<file path="config.mk">
export PLATFORM = sky130hd
export DESIGN_NAME = subleq_core_param
export DESIGN_NICKNAME = d
export VERILOG_FILES = /design/src/rtl/subleq_core_param.sv
export SDC_FILE = /design/constraint.sdc
export NUM_CORES = 1
export LEC_CHECK = 0
export ABC_AREA = 1
export BUFFER_PORTS_ARGS = -buffer_cell sky130_fd_sc_hd__buf_2
export CAP_MARGIN = 5
export CORE_AREA = 2 2 219 135
export CTS_BUF_LIST = sky130_fd_sc_hd__clkbuf_4
export CTS_CLUSTER_SIZE = 40
export DETAILED_ROUTE_END_ITERATION = 10
export DIE_AREA = 0 0 221 137
export SLEW_MARGIN = 10
export SYNTH_ARGS = -nofsm -noshare
export SYNTH_HDL_FRONTEND = slang
export SYNTH_SLANG_ARGS = --single-unit
</file>
<file path="constraint.sdc">
create_clock -name clock -period 3.17 [get_ports clock]
set_input_delay 0.1585 -clock clock [delete_from_list [all_inputs] [get_ports clock]]
set_output_delay 0.1585 -clock clock [all_outputs]
set_load 0.005 [all_outputs]
</file>
<file path="src/rtl/subleq_core_param.sv">
// subleq_core_param: parametrised SUBLEQ core on a req/resp memory port.
// mem[B] = mem[B] - mem[A]; if result <= 0 goto C else pc += 3.
//
// Parameters: DATA_W (data width), ADDR_W (address width, <= DATA_W),
//             RESET_PC (pc after reset).
// Ports:
//   clock, rst        clock; synchronous active-high reset
//   run               1 = execute, 0 = park at next instruction boundary
//   mem_req/mem_we    request valid / write enable (registered)
//   mem_addr/wdata    request address / write data (registered)
//   mem_ready         request accepted when mem_req && mem_ready
//   mem_rvalid/rdata  one read-data pulse per accepted read
//   pc                current instruction address
//   halted            stopped by a taken branch to a C with its MSB set
//   busy              FSM not in IDLE or HALT
//   instr_count       retired instructions, saturating
// Optional trace port (define SUBLEQ_TRACE_EN):
//   retire_valid, retire_pc, retire_addr, retire_data, retire_taken
module subleq_core_param #(
  parameter int                DATA_W   = 32,
  parameter int                ADDR_W   = 16,
  parameter logic [ADDR_W-1:0] RESET_PC = '0
) (
  input  logic              clock,
  input  logic              rst,
  input  logic              run,
  output logic              mem_req,
  output logic              mem_we,
  output logic [ADDR_W-1:0] mem_addr,
  output logic [DATA_W-1:0] mem_wdata,
  input  logic              mem_ready,
  input  logic              mem_rvalid,
  input  logic [DATA_W-1:0] mem_rdata,
  output logic [ADDR_W-1:0] pc,
  output logic              halted,
  output logic              busy,
  output logic [31:0]       instr_count
`ifdef SUBLEQ_TRACE_EN
  ,
  output logic              retire_valid,
  output logic [ADDR_W-1:0] retire_pc,
  output logic [ADDR_W-1:0] retire_addr,
  output logic [DATA_W-1:0] retire_data,
  output logic              retire_taken
`endif
);

  typedef enum logic [2:0] {
    IDLE,
    FETCH_A,
    FETCH_B,
    FETCH_C,
    LOAD_A,
    LOAD_B,
    WRITE,
    HALT
  } state_t;

  state_t state;

  // Set once a read has been accepted and its data is still owed.
  logic              wait_rv;
  logic [ADDR_W-1:0] a_addr;
  logic [ADDR_W-1:0] b_addr;
  logic [ADDR_W-1:0] c_tgt;
  logic              c_halt;
  logic [DATA_W-1:0] a_val;

  logic              accept;
  logic              rd_state;
  logic              rd_done;
  logic              leq;
  logic [DATA_W-1:0] diff;
  logic [ADDR_W-1:0] pc_inc3;
  logic [ADDR_W-1:0] next_pc;

  assign accept   = mem_req && mem_ready;
  assign rd_state = state inside {FETCH_A, FETCH_B, FETCH_C,
                                  LOAD_A, LOAD_B};
  // Data may arrive in the accept cycle or any later cycle.
  assign rd_done  = rd_state && mem_rvalid && (accept || wait_rv);
  assign diff     = mem_rdata - a_val;
  // mem_wdata holds diff for the whole WRITE state.
  assign leq      = mem_wdata[DATA_W-1] || (mem_wdata == '0);
  assign pc_inc3  = pc + ADDR_W'(3);
  assign next_pc  = leq ? c_tgt : pc_inc3;

  always_ff @(posedge clock) begin
    if (rst) begin
      state       <= IDLE;
      wait_rv     <= 1'b0;
      a_addr      <= '0;
      b_addr      <= '0;
      c_tgt       <= '0;
      c_halt      <= 1'b0;
      a_val       <= '0;
      pc          <= RESET_PC;
      halted      <= 1'b0;
      busy        <= 1'b0;
      instr_count <= '0;
      mem_req     <= 1'b0;
      mem_we      <= 1'b0;
      mem_addr    <= '0;
      mem_wdata   <= '0;
`ifdef SUBLEQ_TRACE_EN
      retire_valid <= 1'b0;
      retire_pc    <= '0;
      retire_addr  <= '0;
      retire_data  <= '0;
      retire_taken <= 1'b0;
`endif
    end else begin
`ifdef SUBLEQ_TRACE_EN
      retire_valid <= 1'b0;
      retire_pc    <= '0;
      retire_addr  <= '0;
      retire_data  <= '0;
      retire_taken <= 1'b0;
`endif
      // Shared read handshake: drop the request once accepted,
      // then hold until the data pulse.
      if (rd_state) begin
        if (rd_done) begin
          wait_rv <= 1'b0;
        end else if (accept) begin
          mem_req <= 1'b0;
          wait_rv <= 1'b1;
        end
      end

      unique case (state)
        IDLE: begin
          if (run) begin
            state    <= FETCH_A;
            busy     <= 1'b1;
            mem_req  <= 1'b1;
            mem_we   <= 1'b0;
            mem_addr <= pc;
          end
        end
        FETCH_A: begin
          if (rd_done) begin
            a_addr   <= mem_rdata[ADDR_W-1:0];
            state    <= FETCH_B;
            mem_req  <= 1'b1;
            mem_addr <= pc + ADDR_W'(1);
          end
        end
        FETCH_B: begin
          if (rd_done) begin
            b_addr   <= mem_rdata[ADDR_W-1:0];
            state    <= FETCH_C;
            mem_req  <= 1'b1;
            mem_addr <= pc + ADDR_W'(2);
          end
        end
        FETCH_C: begin
          if (rd_done) begin
            c_tgt    <= mem_rdata[ADDR_W-1:0];
            c_halt   <= mem_rdata[DATA_W-1];
            state    <= LOAD_A;
            mem_req  <= 1'b1;
            mem_addr <= a_addr;
          end
        end
        LOAD_A: begin
          if (rd_done) begin
            a_val    <= mem_rdata;
            state    <= LOAD_B;
            mem_req  <= 1'b1;
            mem_addr <= b_addr;
          end
        end
        LOAD_B: begin
          if (rd_done) begin
            state     <= WRITE;
            mem_req   <= 1'b1;
            mem_we    <= 1'b1;
            mem_addr  <= b_addr;
            mem_wdata <= diff;
          end
        end
        WRITE: begin
          if (accept) begin
            mem_req <= 1'b0;
            mem_we  <= 1'b0;
            if (instr_count != '1) begin
              instr_count <= instr_count + 32'd1;
            end
`ifdef SUBLEQ_TRACE_EN
            retire_valid <= 1'b1;
            retire_pc    <= pc;
            retire_addr  <= b_addr;
            retire_data  <= mem_wdata;
            retire_taken <= leq;
`endif
            if (leq && c_halt) begin
              halted <= 1'b1;
              busy   <= 1'b0;
              state  <= HALT;
            end else begin
              pc <= next_pc;
              if (run) begin
                state    <= FETCH_A;
                mem_req  <= 1'b1;
                mem_addr <= next_pc;
              end else begin
                state <= IDLE;
                busy  <= 1'b0;
              end
            end
          end
        end
        HALT: begin
          mem_req <= 1'b0;
        end
        default: begin
          state <= IDLE;
        end
      endcase
    end
  end

endmodule
</file>
==> results.sh, run 1 <==
export IMPL_status="complete, no violations"
export IMPL_synth_top_cell_by_area="dfxtp_1"
export IMPL_cp_end_kind="register"
export IMPL_crit_slowest_cell="dlygate4sd3_1"
export IMPL_yosys_cell_types_count=44
export IMPL_maxCapViolations=0
export IMPL_drt_wl_total_um=38560
export IMPL_finalHoldViolations=0
export IMPL_crit_type="register to register"
export IMPL_drt_iter0_markers=1246
export IMPL_syn_nets=1798
export IMPL_reg2reg_setup_slack_ns=0.48
export IMPL_cell_count_after_synthesis=1724
export IMPL_yosys_most_used_dff="dfxtp_1"
export IMPL_synth_most_common_cell="nand2_1"
export IMPL_cts_post_setup_buffers_inserted=0
export IMPL_drc_errors=0
export IMPL_filler_cells_inserted=2995
export IMPL_yosys_register_bits=185
export IMPL_finalMaxSlewViolations=0
export IMPL_maximum_number_of_pins_on_one_net_before_global_route_repair=84
export IMPL_die_h_um=137
export IMPL_achievable_frequency_mhz=372.1
export IMPL_start_kind="register"
export IMPL_die_area_mm2=0.03028
export IMPL_ctsHtreeMaxLevel=4
export IMPL_power_per_cell_area_mw_per_mm2=450.9
export IMPL_wl_per_cell_um=16.99
export IMPL_required_time_of_the_critical_path_ns=3.73
export IMPL_period_share=0.8478
export IMPL_final_layout_size_suffix_gt1_frac=0.1216
export IMPL_fp_coreArea_mm2=0.02829
export IMPL_initial_antenna_violation_count=1
export IMPL_setup_viol_count_final=0
export IMPL_first_global_vias=10776
export IMPL_power_leakage_nw=5.560
export IMPL_detailed_routing_iterations_pass_1=6
export IMPL_die_width_um=221
export IMPL_drt_antenna_violating_nets=0
export IMPL_worst_pin_slew_ns=1.057
export IMPL_holdCritPathClass="primary input to register"
export IMPL_io_pin_count=137
export IMPL_post_synth_cell_area_avg_um2=6.492
export IMPL_post_synth_top_area_fraction=0.3309
export IMPL_post_synth_instance_area_mm2=0.01119
export IMPL_via_count=12050
export IMPL_tritoncts="built"
export IMPL_timing_final_crit_period_ns=2.688
export IMPL_clk_insertion_delay_late_ns=0.67
export IMPL_synth_async_sr_flop_share=0
export IMPL_effective_utilization_at_floorplan=0.3957
export IMPL_worst_path_max_fanout=29
export IMPL_finalClockSkew_ns=0.02452
export IMPL_max_slew_margin=0.2935
export IMPL_total_routing_usage_gr=0.2517
export IMPL_timing_setup_tns_ns=0
export IMPL_whs_path_depth=4
export IMPL_viasPerCell=5.311
export IMPL_synth_cells_most_frequent="425 x nand2_1, 216 x a21oi_1, 195 x inv_1, 185 x dfxtp_1, 145 x nor2_1"
export IMPL_hold_path_startpoint="mem_rdata[19]"
export IMPL_place_congestion=0.9799
export IMPL_post_route_util=0.4574
export IMPL_synth_edff_count=0
export IMPL_min_to="a_val[19]"
export IMPL_nNetsFinal=1953
export IMPL_clock_tree_root_cell="clkbuf_4"
export IMPL_global_route_overflow_total=0
export IMPL_leading_cell_types_by_total_area_after_synthesis="dfxtp_1 33%, nand2_1 14%, a21oi_1 9.7%"
export IMPL_synth_warnings=0
export IMPL_rr_endpoint="a_val[30]"
export IMPL_synth_yosys_seq_area_share=0.3309
export IMPL_placement_rows=48
export IMPL_grt_pass1_wl_um=59970
export IMPL_place_hpwl_um=29020
export IMPL_numClockSinks=185
export IMPL_port_buffers=136
export IMPL_cts_made_buffers=17
export IMPL_reg2regPathDepth=7
export IMPL_cts_path_max_buffers=2
export IMPL_cpPeakStageDelay_ns=0.57
export IMPL_r2r_start="state[2]"
export IMPL_flow_area_growth_from_synthesis_pct=15.62
export IMPL_timing_critical_path_cells="nand2_1 > inv_2 > nand3_4 > buf_4 > o21ai_0 > dlygate4sd3_1 > a21oi_1"
export IMPL_critical_path_arrival_ns=3.24
export IMPL_hold_ws_ns=0.3297
export IMPL_vdd_drop_max_v=0.0002453
export IMPL_grt_setup_unrepaired="false"
export IMPL_clk_transition_reported_paths_ns=0.18
power by group:
part | internal, mW | total (mW) | switching (mW) | leakage (nW)
Sequential | 2.44 | 2.51 | 0.0706 | 1.49
Clock | 0.487 | 1.46 | 0.968 | 0.157
Combinational | 0.585 | 1.87 | 1.28 | 3.91
Total | 3.51 | 5.83 | 2.32 | 5.56
logic make-up (layout without fill, tap and decap cells):
| group | count (synthesis) | in the layout | share of synthesized area |
|---|---|---|---|
| and+or+nand+nor | 769 | 769 | 0.2921 |
| AOI/OAI and AO/OA | 415 | 415 | 0.2011 |
| buffers and inverters | 273 | 441 | 0.09860 |
| DFF | 185 | 185 | 0.3309 |
| xor gates and xnor gates | 45 | 45 | 0.03522 |
| adders and majority gates | 37 | 37 | 0.04203 |
| other | 0 | 2 | 0 |
cells in the final DEF, fill, tap and decap left out, types with 2 or more instances in the layout:
cell type	n
nand2_1	425
a21oi_1	216
inv_1	194
dfxtp_1	185
nor2_1	145
buf_2	136
o21ai_0	131
nand3_1	130
dlygate4sd3_1	40
ha_1	36
xor2_1	31
buf_4	22
nor3_1	21
a211oi_1	18
clkbuf_4	17
o21a_1	14
o211ai_1	14
nand4_1	14
xnor2_1	14
inv_2	13
nand3_2	8
o21bai_1	7
clkinv_4	5
nand3b_1	5
inv_6	5
nand2_2	4
a21o_1	4
nor4_1	4
nor2_2	3
o21ai_1	3
nor3_2	3
diode_2	2
nor2_4	2
clkinv_1	2
a221oi_1	2
o22ai_1	2
bufinv_16	2
buf_12	2
metrics by stage:
| stage | power [mW] | worst slack, ns | cells | instance area, um2 |
|---|---|---|---|---|
| floorplan | 3.780 | 1.180 | 1724 | 11190 |
| CTS | 5.845 | 0.2855 | 2267 | 12930 |
| global route | 6.168 | 0.2759 | 2268 | 12940 |
| detailed placement | 4.355 | 0.7582 | 2195 | 12230 |
| global placement | 4.347 | 0.7894 | 2195 | 12230 |
| finish | 5.835 | 0.4825 | 2269 | 12940 |
sequential cells by signal, summed over array words and instances, names as in the netlist, 3 cells and up:
register,cells
a_val,32
b_addr,16
state,3
mem_addr,16
pc,16
mem_wdata,32
c_tgt,16
a_addr,16
instr_count,32
how the worst max path moves through the flow:
stage	start	endpoint	slack [ns]	cells after the start
final	state[2]	a_val[30]	0.48	7
after global placement	state[0]	mem_addr[10]	0.79	9
after floorplan	a_val[0]	mem_wdata[18]	1.18	12
after CTS	state[2]	a_val[30]	0.29	7
after global routing	state[2]	a_val[27]	0.28	7
after detailed placement	mem_rdata[0]	mem_wdata[28]	0.76	12
what timing repair did:
| action | 4_1_cts | 5_1_grt |
|---|---|---|
| resized for setup | 0 | 1 |
| hold endpoints to repair | 97 | 0 |
| hold buffers | 40 | 0 |
| endpoints found under the setup margin | 0 | 1 |
routing by layer:
layer | vias to the layer above | part of all wire | GRT usage
met4 | 0 | 0.010 | 0.05444
met5 | - | 0 | 0
met3 | 33 | 0.092 | 0.05002
met2 | 517 | 0.38 | 0.3335
li1 | 5978 | - | -
met1 | 5522 | 0.52 | 0.4036
worst max-delay path: cells and delay by family (launching register included):
family                 cells  cell delay [ns]
DFF                        1             0.46
AOI/OAI and AO/OA          2             0.20
and+or+nand+nor            2             0.66
buffers and inverters      3             1.25
cell type report:
cell class	instances	area, um2	area share
diodes	2	5.005	0.0003868
clock buffers	17	127.6	0.009863
clock inverters	15	166.4	0.01286
inverters	209	789.5	0.06101
multi-input cells	1266	6392	0.4940
flip-flops and latches	185	3704	0.2862
well taps	375	469.2	0.03626
repair buffers	200	1286	0.09940
No activity file was read; power rests on OpenSTA's default activity.
==> run 2, diff against run 1 <==
--- a/config.mk
+++ b/config.mk
@@ -5,14 +5,14 @@
 export SDC_FILE = /design/constraint.sdc
 export NUM_CORES = 1
 export LEC_CHECK = 0
-export ABC_AREA = 1
+export ABC_AREA = 0
 export BUFFER_PORTS_ARGS = -buffer_cell sky130_fd_sc_hd__buf_2
 export CAP_MARGIN = 5
-export CORE_AREA = 2 2 219 135
+export CORE_AREA = 2 2 212 130
 export CTS_BUF_LIST = sky130_fd_sc_hd__clkbuf_4
 export CTS_CLUSTER_SIZE = 40
 export DETAILED_ROUTE_END_ITERATION = 10
-export DIE_AREA = 0 0 221 137
+export DIE_AREA = 0 0 214 132
 export SLEW_MARGIN = 10
 export SYNTH_ARGS = -nofsm -noshare
 export SYNTH_HDL_FRONTEND = slang
==> constraint.sdc (replaced) <==
create_clock -name clock -period 2.65 [get_ports clock]
set_input_delay 0.1325 -clock clock [delete_from_list [all_inputs] [get_ports clock]]
set_output_delay 0.1325 -clock clock [all_outputs]
set_load 0.005 [all_outputs]
==> results.sh, run 2 <==
export IMPL_place_hpwl_um=25290
export IMPL_wl_per_cell_um=17.03
export IMPL_synth_edff_count=0
export IMPL_yosys_cell_types_count=75
export IMPL_drt_wl_total_um=34710
export IMPL_worst_path_max_fanout=4
export IMPL_initial_antenna_violation_count=2
export IMPL_achievable_frequency_mhz=360.0
export IMPL_tritoncts="built"
export IMPL_required_time_of_the_critical_path_ns=3.21
export IMPL_drt_antenna_violating_nets=0
export IMPL_synth_cells_most_frequent="296 x nand2_1, 203 x a21oi_1, 185 x dfxtp_1, 122 x nor2_1, 80 x o21ai_0"
export IMPL_cell_count_after_synthesis=1428
export IMPL_cp_end_kind="register"
export IMPL_timing_setup_tns_ns=-0.4113
export IMPL_holdCritPathClass="primary input to register"
export IMPL_total_routing_usage_gr=0.2426
export IMPL_detailed_routing_iterations_pass_1=5
export IMPL_status="finished with violations"
export IMPL_synth_top_cell_by_area="dfxtp_1"
export IMPL_power_leakage_nw=5.059
export IMPL_vdd_drop_max_v=0.0002384
export IMPL_clk_transition_reported_paths_ns=0.16
export IMPL_syn_nets=1502
export IMPL_nNetsFinal=1738
export IMPL_violations="negative setup slack"
export IMPL_period_share=1.048
export IMPL_yosys_register_bits=185
export IMPL_start_kind="register"
export IMPL_flow_area_growth_from_synthesis_pct=27.59
export IMPL_die_width_um=214
export IMPL_die_area_mm2=0.02825
export IMPL_die_h_um=132
export IMPL_synth_most_common_cell="nand2_1"
export IMPL_synth_async_sr_flop_share=0
export IMPL_cts_made_buffers=17
export IMPL_port_buffers=136
export IMPL_power_per_cell_area_mw_per_mm2=383.2
export IMPL_maxCapViolations=0
export IMPL_clock_tree_root_cell="clkbuf_4"
export IMPL_clk_insertion_delay_late_ns=0.64
export IMPL_effective_utilization_at_floorplan=0.3974
export IMPL_max_slew_margin=0.4529
export IMPL_post_dp_cell_area_mm2=0.01223
export IMPL_layout_top_registers="a_val (32), instr_count (32), mem_wdata (32)"
export IMPL_cts_path_max_buffers=2
export IMPL_via_count=11082
export IMPL_drc_errors=0
export IMPL_setup_viol_count_final=5
export IMPL_postLayoutSetupSlackWorst_ns=-0.1274
export IMPL_dpl_worst_slack_ns=-0.2177
export IMPL_placement_rows=46
export IMPL_global_route_overflow_total=0
export IMPL_first_global_vias=10283
export IMPL_finalClockSkew_ns=0.02757
export IMPL_worst_pin_slew_ns=0.8206
export IMPL_post_synth_cell_area_avg_um2=7.288
export IMPL_numClockSinks=185
export IMPL_met3_length_um=3320
export IMPL_final_cell_mix="295 x nand2_1, 199 x a21oi_1, 171 x dfxtp_1"
export IMPL_place_congestion=0.9274
export IMPL_grt_pass1_wl_um=55110
export IMPL_ctsHtreeMaxLevel=4
export IMPL_filler_cells_inserted=2614
export IMPL_critical_path_arrival_ns=3.34
export IMPL_final_layout_size_suffix_gt1_frac=0.2266
export IMPL_post_synth_top_area_fraction=0.3559
export IMPL_crit_type="register to register"
export IMPL_post_synth_instance_area_mm2=0.01041
export IMPL_finalHoldViolations=0
export IMPL_viasPerCell=5.438
export IMPL_final_area_mm2=0.01328
export IMPL_timing_final_crit_period_ns=2.777
export IMPL_drt_iter0_markers=952
export IMPL_synth_yosys_seq_area_share=0.3559
export IMPL_routed_length_on_met1_um=16810
export IMPL_fp_coreArea_mm2=0.02619
export IMPL_route_met2_wl_um=14340
export IMPL_synth_warnings=0
export IMPL_finalMaxSlewViolations=0
export IMPL_yosys_most_used_dff="dfxtp_1"
export IMPL_grt_setup_unrepaired="true"
export IMPL_maximum_number_of_pins_on_one_net_before_global_route_repair=118
export IMPL_maxUsedRoutingLayer="met4"
export IMPL_leading_cell_types_by_total_area_after_synthesis="dfxtp_1 36%, nand2_1 11%, a21oi_1 9.8%"
export IMPL_mostFrequentLayoutCell="nand2_1"
export IMPL_io_pin_count=137
-- run 2: per-layer routing --
metal / up-vias / GRT usage
met5: - / 0
met4: 0 / 0.04429
met3: 23 / 0.07105
met2: 379 / 0.3416
met1: 5270 / 0.3637
li1: 5410 / -
-- run 2: report_power, final --
group / total, mW / switching, mW / internal (mW)
combinational: 0.733 / 0.416 / 0.317
clock: 1.55 / 1.05 / 0.493
sequential: 2.81 / 0.0110 / 2.80
total: 5.09 / 1.48 / 3.61
-- run 2: stage by stage --
stage	total power, mW	hold WS (ns)	util	std cells
after floorplan	3.241	0.2685	-	1428
after global placement	3.488	0.3893	0.4670	1956
after detailed placement	3.489	0.3949	0.4670	1956
after CTS	5.093	0.2152	0.4969	2029
after global routing	5.314	0.2475	0.5071	2038
final	5.088	0.2720	0.5071	2038
-- run 2: cell families after synthesis --
group                      Yosys count  share of synthesized area
AOI/OAI and AO/OA                  399                     0.2295
xor gates and xnor gates            71                    0.05975
adders and majority gates           37                    0.04520
buffers and inverters              143                    0.05290
DFF                                185                     0.3559
muxes                                4                   0.003847
and+or+nand+nor                    589                     0.2529
-- run 2: final cells by class --
class,instances,area [um2],area share
Multi-Input combinational cell,1100,6528,0.4916
Sequential cell,185,3724,0.2804
Timing Repair Buffer,307,2123,0.1599
Tap cell,360,450.4,0.03392
Inverter,53,198.9,0.01498
Clock buffer,20,150.1,0.01131
Clock inverter,12,102.6,0.007726
Antenna cell,1,2.502,0.0001884
-- run 2: path summary, 6_finish.rpt --
path                       from            end  slack, ns  depth (start not counted)
hold / removal    mem_rdata[20]      a_val[20]       0.27                          4
hold reg to reg    mem_addr[12]   mem_addr[12]       0.46                          2
setup / recovery       a_val[8]  mem_wdata[28]      -0.13                         10
setup reg to reg       a_val[8]  mem_wdata[28]      -0.13                         10
-- run 2: repair_timing --
item	in CTS	in global routing
gates resized for setup	32	49
setup endpoints to repair	13	29
pin swaps	10	23
buffers inserted	4	8
endpoints found under the hold margin	115	0
hold buffers	37	0
-- run 2: critical path: stages (launching register included) --
cell	delay, ns
dfxtp_2	0.36
inv_2	0.04
ha_4	0.25
and4_4	0.21
a21o_1	0.18
o311a_4	0.41
or4b_4	0.50
a31oi_4	0.22
o21ai_2	0.08
or3_1	0.31
o2111a_1	0.15
